==> config.mk <==
export PLATFORM = sky130hd
export DESIGN_NAME = fft_stage_control
export DESIGN_NICKNAME = d
export VERILOG_FILES = /design/src/rtl/fft_stage_control.sv
export SDC_FILE = /design/constraint.sdc
export NUM_CORES = 1
export LEC_CHECK = 0
export ABC_AREA = 1
export CAP_MARGIN = 20
export CORE_MARGIN = 4
export CORE_UTILIZATION = 45
export CTS_CLUSTER_DIAMETER = 60
export DETAILED_ROUTE_END_ITERATION = 10
export HOLD_SLACK_MARGIN = 0.08
export MAX_ROUTING_LAYER = met4
export PLACE_DENSITY = 0.7
export SLEW_MARGIN = 20
export SYNTH_ARGS = -nofsm -noshare
export SYNTH_HDL_FRONTEND = slang
export SYNTH_SLANG_ARGS = --single-unit
==> constraint.sdc <==
create_clock -name clk -period 2.87 [get_ports clk]
set_clock_uncertainty 0.2 [all_clocks]
set_input_delay 0.574 -clock clk [delete_from_list [all_inputs] [get_ports clk]]
set_output_delay 0.574 -clock clk [all_outputs]
set_load 0.05 [all_outputs]
==> src/rtl/fft_stage_control.sv <==
// ---------------------------------------------------------------------------
// fft_stage_control
//
// Address and routing sequencer for one radix-2 stage of an in-place FFT.
// The FFT data lives in four banks of 2^(NUMSTAGES-2) words each. During a
// stage, each read cycle fetches one butterfly operand pair. The matching
// write-back address and result swap come out LAT cycles later, which lines
// them up with the butterfly pipeline output.
//
// Control is level-sensitive rather than a valid/ready handshake. The
// controller runs a stage only while ld_data_r && en_r are both held high.
// Dropping either input aborts the stage back to IDLE on the next edge.
// stage_done stays high for as long as the completed stage is held.
//
// Ports
//   clk          in   1      rising-edge clock
//   rst          in   1      asynchronous active-high reset
//   ld_data_r    in   1      input data loaded; 0 keeps / returns to IDLE
//   en_r         in   1      run current stage; 0 returns to IDLE
//   stage_num_r  in   3      stage index, sampled only when leaving IDLE
//   m0_s         out  1      cross-address pairing enable
//   m1_s         out  2      bank-pairing route select
//   m2_s         out  1      read-side operand swap
//   m3_s         out  1      write-side result swap (m2_s delayed LAT)
//   r_addr_0_1   out  AW     read address, banks 0/1
//   r_addr_2_3   out  AW     read address, banks 2/3
//   w_addr_0_1   out  AW     write address, banks 0/1 (r_addr_0_1 delayed LAT)
//   w_addr_2_3   out  AW     write address, banks 2/3 (r_addr_2_3 delayed LAT)
//   stage_done   out  1      stage complete (held in DONE)
//   dbg_state_o  out  2      current FSM state (IDLE=0 READ=1 DRAIN=2 DONE=3)
//
// Every output comes straight from a flop. LAT must be at least 1.
// ---------------------------------------------------------------------------
module fft_stage_control #(
    parameter int NUMSTAGES = 5,
    parameter int LAT       = 2,
    localparam int AW       = NUMSTAGES - 2
) (
    input  logic          clk,
    input  logic          rst,
    input  logic          ld_data_r,
    input  logic          en_r,
    input  logic [2:0]    stage_num_r,
    output logic          m0_s,
    output logic [1:0]    m1_s,
    output logic          m2_s,
    output logic          m3_s,
    output logic [AW-1:0] r_addr_0_1,
    output logic [AW-1:0] w_addr_0_1,
    output logic [AW-1:0] r_addr_2_3,
    output logic [AW-1:0] w_addr_2_3,
    output logic          stage_done,
    output logic [1:0]    dbg_state_o
);

    localparam int CW = (LAT > 1) ? $clog2(LAT) : 1;
    localparam logic [AW-1:0] JMAX = {AW{1'b1}};

    typedef enum logic [1:0] {
        IDLE  = 2'd0,
        READ  = 2'd1,
        DRAIN = 2'd2,
        DONE  = 2'd3
    } state_t;

    state_t        state_q, state_d;
    logic [AW-1:0] j_q, j_d;
    logic [CW-1:0] cnt_q, cnt_d;
    logic [2:0]    s_q, s_d;

    // Next values of the registered outputs.
    logic [AW-1:0] r01_d, r23_d, mask_d;
    logic          m0_d, m2_d, done_d;
    logic [1:0]    m1_d;
    logic          go;
    logic          pass_d;
    int            s_int;

    // Delay lines from the read side to the write side. Tap LAT-1 holds the
    // read-side value from LAT cycles earlier.
    logic [AW-1:0] dl01_q [LAT];
    logic [AW-1:0] dl23_q [LAT];
    logic          dlm2_q [LAT];

    // Next-state logic.
    always_comb begin
        state_d = state_q;
        j_d     = j_q;
        cnt_d   = cnt_q;
        s_d     = s_q;
        go      = ld_data_r && en_r;

        if (!go) begin
            // Any state: losing ld/en aborts and flushes the stage.
            state_d = IDLE;
            j_d     = '0;
            cnt_d   = '0;
        end else begin
            case (state_q)
                IDLE: begin
                    s_d     = stage_num_r;
                    j_d     = '0;
                    cnt_d   = '0;
                    state_d = (int'(stage_num_r) < NUMSTAGES) ? READ : DONE;
                end
                READ: begin
                    if (j_q == JMAX) begin
                        state_d = DRAIN;
                        j_d     = '0;
                        cnt_d   = '0;
                    end else begin
                        j_d = j_q + AW'(1);
                    end
                end
                DRAIN: begin
                    if (cnt_q == CW'(LAT - 1)) begin
                        state_d = DONE;
                    end else begin
                        cnt_d = cnt_q + CW'(1);
                    end
                end
                DONE: begin
                    state_d = DONE;
                end
                default: begin
                    state_d = IDLE;
                end
            endcase
        end
    end

    // Output decode from the next state. This lets the outputs be registered
    // and still line up with the state they describe.
    always_comb begin
        s_int  = int'(s_d);
        pass_d = (s_int >= NUMSTAGES);

        // For stages 2..NUMSTAGES-1 the butterfly partner of word j sits in
        // the other bank pair at j with one address bit flipped. The bit moves
        // from the MSB (stage 2) down to the LSB (last stage).
        if (!pass_d && s_int >= 2) begin
            mask_d = AW'(1) << (NUMSTAGES - 1 - s_int);
        end else begin
            mask_d = '0;
        end

        if (state_d == READ) begin
            r01_d = j_d;
            r23_d = j_d ^ mask_d;
            m2_d  = |(j_d & mask_d);
        end else begin
            r01_d = '0;
            r23_d = '0;
            m2_d  = 1'b0;
        end

        // Route selects hold for the whole stage, including DONE.
        m0_d = 1'b0;
        m1_d = 2'd0;
        if (state_d != IDLE) begin
            if (pass_d) begin
                m1_d = 2'd3;
            end else if (s_int == 0) begin
                m1_d = 2'd0;
            end else if (s_int == 1) begin
                m1_d = 2'd1;
            end else begin
                m1_d = 2'd2;
                m0_d = 1'b1;
            end
        end

        done_d = (state_d == DONE);
    end

    always_ff @(posedge clk or posedge rst) begin
        if (rst) begin
            state_q    <= IDLE;
            j_q        <= '0;
            cnt_q      <= '0;
            s_q        <= '0;
            r_addr_0_1 <= '0;
            r_addr_2_3 <= '0;
            m0_s       <= 1'b0;
            m1_s       <= 2'd0;
            m2_s       <= 1'b0;
            stage_done <= 1'b0;
            for (int i = 0; i < LAT; i++) begin
                dl01_q[i] <= '0;
                dl23_q[i] <= '0;
                dlm2_q[i] <= 1'b0;
            end
        end else begin
            state_q    <= state_d;
            j_q        <= j_d;
            cnt_q      <= cnt_d;
            s_q        <= s_d;
            r_addr_0_1 <= r01_d;
            r_addr_2_3 <= r23_d;
            m0_s       <= m0_d;
            m1_s       <= m1_d;
            m2_s       <= m2_d;
            stage_done <= done_d;
            if (state_d == IDLE) begin
                // Abort or exit: drop any writes still in flight.
                for (int i = 0; i < LAT; i++) begin
                    dl01_q[i] <= '0;
                    dl23_q[i] <= '0;
                    dlm2_q[i] <= 1'b0;
                end
            end else begin
                dl01_q[0] <= r_addr_0_1;
                dl23_q[0] <= r_addr_2_3;
                dlm2_q[0] <= m2_s;
                for (int i = 1; i < LAT; i++) begin
                    dl01_q[i] <= dl01_q[i-1];
                    dl23_q[i] <= dl23_q[i-1];
                    dlm2_q[i] <= dlm2_q[i-1];
                end
            end
        end
    end

    assign w_addr_0_1  = dl01_q[LAT-1];
    assign w_addr_2_3  = dl23_q[LAT-1];
    assign m3_s        = dlm2_q[LAT-1];
    assign dbg_state_o = state_q;

endmodule

==> results of run 1 <==
## final cells by class
class / count / area share
multi-input cells: 82 / 0.259
repair buffers: 28 / 0.148
inverters: 39 / 0.0801
clock buffers: 5 / 0.0202
well taps: 44 / 0.0296
flip-flops and latches: 34 / 0.458
clock inverters: 2 / 0.00539
## metrics by stage
| stage | area [um^2] | std cells | util | setup slack [ps] |
|---|---|---|---|---|
| after detailed placement | 1810 | 227 | 0.574 | 63.9 |
| after global routing | 1860 | 234 | 0.589 | 234 |
| after floorplan | 1530 | 163 | - | 558 |
| after global placement | 1810 | 227 | 0.574 | 169 |
| final | 1860 | 234 | 0.589 | 429 |
| after CTS | 1860 | 234 | 0.589 | 421 |
## flip-flops by register name, summed over array words and instances (netlist names), 2 cells and up
register     count
w_addr_2_3       3
dl23_q           3
r_addr_0_1       3
dbg_state_o      2
w_addr_0_1       3
dl01_q           3
s_q              3
r_addr_2_3       3
j_q              3
m1_s             2
## cells in the mapped netlist
| library cell | n |
|---|---|
| inv_1 | 36 |
| dfrtp_1 | 34 |
| nor2_1 | 25 |
| nand2_1 | 13 |
| nand3_1 | 10 |
| nand2_2 | 9 |
| ha_1 | 7 |
| buf_4 | 6 |
| a21oi_1 | 4 |
| nand2_4 | 3 |
| nor3_1 | 3 |
| inv_2 | 2 |
| a211oi_1 | 1 |
| a21oi_2 | 1 |
| a22o_1 | 1 |
| buf_1 | 1 |
| buf_2 | 1 |
| inv_4 | 1 |
| nand3_2 | 1 |
| nand3_4 | 1 |
| nor2_2 | 1 |
| nor2_4 | 1 |
| o21ai_1 | 1 |
## cells by family (layout without fill, tap and decap cells)
logic type	Yosys count	after routing	synth area share
and+or+nand+nor	67	67	0.223
DFF	34	34	0.555
buffers and inverters	47	74	0.132
AOI/OAI and AO/OA	8	8	0.0326
adders and majority gates	7	7	0.0571
## path summary, 6_finish.rpt
path / startpoint / to / slack [ps] / cells after the start
worst max-delay path: ld_data_r / m2_s / 430 / 16
worst min-delay path: dl23_q[3] / w_addr_2_3[0] / 280 / 2
worst max register to register: dbg_state_o[0] / r_addr_2_3[2] / 620 / 13
worst min register to register: dl23_q[3] / w_addr_2_3[0] / 280 / 2
max in group asynchronous: rst / m0_s / 1730 / 3
min in group asynchronous: rst / dl01_q[3] / 440 / 3
## tightest hold or removal path: cells and delay by family, from the launching register on
kind,cells,cell delay (ps)
buf+inv,1,50
simple gates,1,30
flops,1,370
## power by group through the flow
stage               clock [mW]  combinational (mW)  sequential [mW]
detailed placement           0               0.189            0.512
global placement             0               0.183            0.512
floorplan                    0               0.117            0.536
finish                   0.232               0.188            0.503
CTS                      0.243               0.190            0.503
global route             0.269               0.212            0.505
## per-layer routing
metal  up-vias  wire length, um  part of all wire
li1        531                -                 -
met1       476             1100              0.45
met2        26             1200              0.49
met3         5              126             0.051
met4         0               37             0.015
met5         -                0                 0
==> results.md, run 1 <==
- Outcome: finished, final reports clean
- Worst-skew pair later-pin latency: roughly 320 ps
- Critical path arrival: around 2500 ps
- Initial antenna violation count: 0
- Number of global-route vias before repair: about 1100
- CP max stage cell: clkdlybuf4s50_1
- Met3 Use GR: 0.0459
- Final period utilization: 0.851
- Ant. Diodes: 0
- Post-Syn Area: 1530 um^2
- Worst path cell trace: clkdlybuf4s50_1 > nand2_1 > inv_2 > nand2_4 > nand2_1 > nand2_2 > inv_2 > ha_1 > inv_1 > nand3_1 > nand2_2 > nand3_2 > nor2_1 > ha_1 > nor3_1 > nor2_1
- Hold-fix buffers at CTS: 0
- Min Clock Period, post-route: approximately 2400 ps
- Post-synthesis sequential area ratio: 0.555
- Layout cell share with drive strength beyond 1: 0.153
- Area Growth Syn to Fin: 21.1%
- Drt total wl: ~2500 um
- RSZ-0062 raised after global routing: no
- Synthesized flop and latch total: 34
- Hpwl dp: between 1500 and 2000 um
- Clk sinks: 34
- Std-Cell Rows: 20
- Root buffer cell: clkbuf_4
- H-tree depth: 2
- Setup violations, final: 0
- Clk pwr share: 0.251
- I/O pins: 27
- Comb power frac: 0.204
- Fmax: a little over 400 MHz
- Synth area leaders: dfrtp_1 (55%), inv_1 (8.8%), nor2_1 (6.1%)
- Pwr Total: approximately 920 uW
- Clock Path Buffers: 2
- DRC: 0
- PwrDens: 496 nW/um^2
- CTS buffer count: 5
- Largest stage delay on the critical path: 450 ps
- Worst hold path type: reg2reg
- Setup bufs post-CTS: 0
- Max_cap viols: 0
- Fin. Hold Viols: 0
- Worst EP required: about 2900 ps
- Port Buffers: 26
- Gr busiest metal: met2
- DR WL/cell: between 10 and 15 um
- Footprint of the multi-input gates: roughly 480 um^2
- Library cells used by synthesis: 23
- Worst VDD drop: 0.243 mV
- Post-synth top area cell: dfrtp_1
- Slew @ Worst Pin: between 400 and 500 ps
- GRT overflow: 0
- Most common cell after layout, fill and taps aside: inv_1
- Post-synthesis instance total: 163
- First-pass GRT wire length: 4560 um
- Die area: 4410 um^2
- CORE AREA: between 3000 and 4000 um^2
- Met1 usage: 0.155
- Switching Share: 0.300
- Die X: ~66 um
- Worst setup SP type: input pin
- Crit path kind: in2reg
- Final nets: about 200
- Pins Over Slew Limit: 0
- P_int: around 650 uW
- Fin Hold WS: approximately 280 ps
- Clk slew on worst S/H paths: around 90 ps
- Vias per inst: between 4 and 5
- DRT antenna net count: 0
- Register area: ~850 um^2
- Commonest cells after routing, fill and taps aside: inv_1 (36), dfrtp_1 (34), clkdlybuf4s50_1 (26)
- Resized Gates After CTS: 0
- Initial Utilization: 0.487
- Net Switching: about 280 uW
- Largest net degree at the start of global routing: 35
- Placer Congestion: a little over 0.9
- Leak: between 0.9 and 1 nW
- Yosys top cell area share: 0.555
- Fin Setup TNS: 0 ps
- Die height: between 60 and 70 um
- Routing usage on met2: 0.242
- Crit. End Element: flip-flop
- Sequential share of power: 0.545
- Drt pass-1 iters: 4
- Buffers plus inverters on the worst setup path: 4
- Crit path max-delay family: simple AND/OR/NAND/NOR gates
- Via Count: 1038
- Worst slew margin: 0.669
- Warnings from Yosys: 0
- Avg Synthesized Cell Area: around 9.4 um^2
- GRT Total Usage: 0.142
- Crit path max fanout: 7
- Detailed Route Iter0 Violations: 35
- Fill count: around 300
- CTS tree: built
- Syn_nets: ~180
Note: power is estimated with default switching activity, not from simulation.
==> run 2: changes to the inputs <==
- clock period: 2.87 -> 2.45 ns (I/O delays scaled with it)
==> results.md, run 2 (synthesis gave the netlist of run 1 again) <==
- CP startpoint: dbg_state_o[1]
- GRT Total Usage: 0.151
- Die X: approximately 66 um
- R2R depth: 13
- Fin. Hold Viols: 0
- Final period utilization: 0.952
- Worst VDD drop: about 0.50 mV
- CORE AREA: 3150 um^2
- Number of global-route vias before repair: around 1100
- Final nets: about 210
- Port Buffers: 26
- RR Startpoint: dbg_state_o[1]
- Via Count: between 1000 and 1500
- H-tree depth: 2
- Most common cell after layout, fill and taps aside: inv_1
- PwrDens: ~590 nW/um^2
- Reg2reg setup slack: 250 ps
- Die area: between 4000 and 5000 um^2
- DRT antenna net count: 0
- DRC: 0
- First-pass GRT wire length: 4770 um
- Leak: 0.971 nW
- Placed cell count: ~230
- Initial antenna violation count: 0
- Worst path cell trace: clkdlybuf4s50_1
- CTS tree: built
- Critical path arrival: around 1600 ps
- Die height: approximately 66 um
- Crit path max-delay family: buffers and inverters
- Post-route insts no fill: around 240
- Commonest cells after routing, fill and taps aside: inv_1 (36), dfrtp_1 (34), clkdlybuf4s50_1 (26)
- Root buffer cell: clkbuf_4
- Clock Path Buffers: 2
- Placer Congestion: around 0.87
- Worst-skew pair later-pin latency: 330 ps
- Worst EP required: ~1800 ps
- Crit path max fanout: 5
- Setup violations, final: 0
- Crit path kind: reg2out
- Max_cap viols: 0
- Layout cell share with drive strength beyond 1: 0.195
- Vias per inst: between 4 and 5
- Outcome: finished, final reports clean
- Worst hold path type: reg2reg
- Largest net degree at the start of global routing: 35
- Drt pass-1 iters: 4
- Fin Setup TNS: 0 ps
- Worst setup SP type: flip-flop
- Std-Cell Rows: 20
- Slew @ Worst Pin: about 500 ps
- Pins Over Slew Limit: 0
- Final core utilization: 0.616
- Largest stage delay on the critical path: around 850 ps
- CP endpoint: dbg_state_o[1]
- Hpwl dp: roughly 1900 um
- DR WL/cell: about 11 um
- Area Growth Syn to Fin: 26.7%
- Register area: ~850 um^2
- Ant. Diodes: 0
- CP Depth: 1
- GRT overflow: 0
- CP max stage cell: clkdlybuf4s50_1
- Fill count: between 200 and 300
- CTS buffer count: 5
- Fmax: about 430 MHz
- I/O pins: 27
- Detailed Route Iter0 Violations: 54
- Min Clock Period, post-route: between 2000 and 2500 ps
- Footprint of the multi-input gates: 485 um^2
- Clk sinks: 34
- Buffers plus inverters on the worst setup path: 1
- Worst slew margin: 0.662
- Drt total wl: around 2600 um
- Initial Utilization: 0.487
- Hold path startpoint: dl23_q[5]
- Crit. End Element: output port
- Clk slew on worst S/H paths: roughly 90 ps
- Critical R2R Capture: r_addr_2_3[0]
-- run 2: power by group --
part	internal [mW]	leakage (nW)	switching (mW)	total, mW
clock network	0.139	0.0353	0.172	0.311
registers	0.579	0.463	0.00981	0.589
logic	0.0947	0.472	0.153	0.247
total	0.813	0.971	0.335	1.15
-- run 2: layout make-up --
cell class              count  share of cell area
flip-flops and latches     34               0.438
multi-input cells          82               0.250
repair buffers             37               0.176
inverters                  39              0.0766
clock buffers               7              0.0283
well taps                  44              0.0283
clock inverters             1             0.00258
-- run 2: worst min path at each step --
stage               endpoint  slack, ps  cells past startpoint
2_1_floorplan           m3_s        250                      2
3_3_place_gp   w_addr_0_1[2]        250                      2
3_5_place_dp   w_addr_2_3[2]        260                      2
4_1_cts        w_addr_2_3[2]        280                      2
5_1_grt        w_addr_0_1[0]        300                      2
6_report       w_addr_2_3[2]        270                      2
-- run 2: stage by stage --
step / area [um^2] / worst slack, ps / power, mW / hold slack [ps]
after global placement: 1860 / -78.9 / 0.834 / 250
final: 1940 / 116 / 1.15 / 273
after floorplan: 1530 / 138 / 0.764 / 248
after global routing: 1940 / -51.7 / 1.23 / 295
after CTS: 1920 / 93.3 / 1.16 / 278
after detailed placement: 1860 / -163 / 0.841 / 263
-- run 2: layer usage --
metal | up-vias | GRT usage | wire length, um
li1 | 553 | - | -
met2 | 30 | 0.258 | 1300
met3 | 5 | 0.0459 | 134
met1 | 494 | 0.164 | 1120
met4 | 0 | 0.0609 | 49
met5 | - | - | 0
-- run 2: what timing repair did --
action	4_1_cts	5_1_grt
buffers inserted	0	3
gates resized for setup	0	1
setup endpoints to repair	0	2
hold buffers	0	0
==> run 3: changes to the inputs <==
- SLEW_MARGIN: 20 -> 15
==> results of run 3 <==
Same layout as run 2: the final DEF is identical, and so are final timing and power.
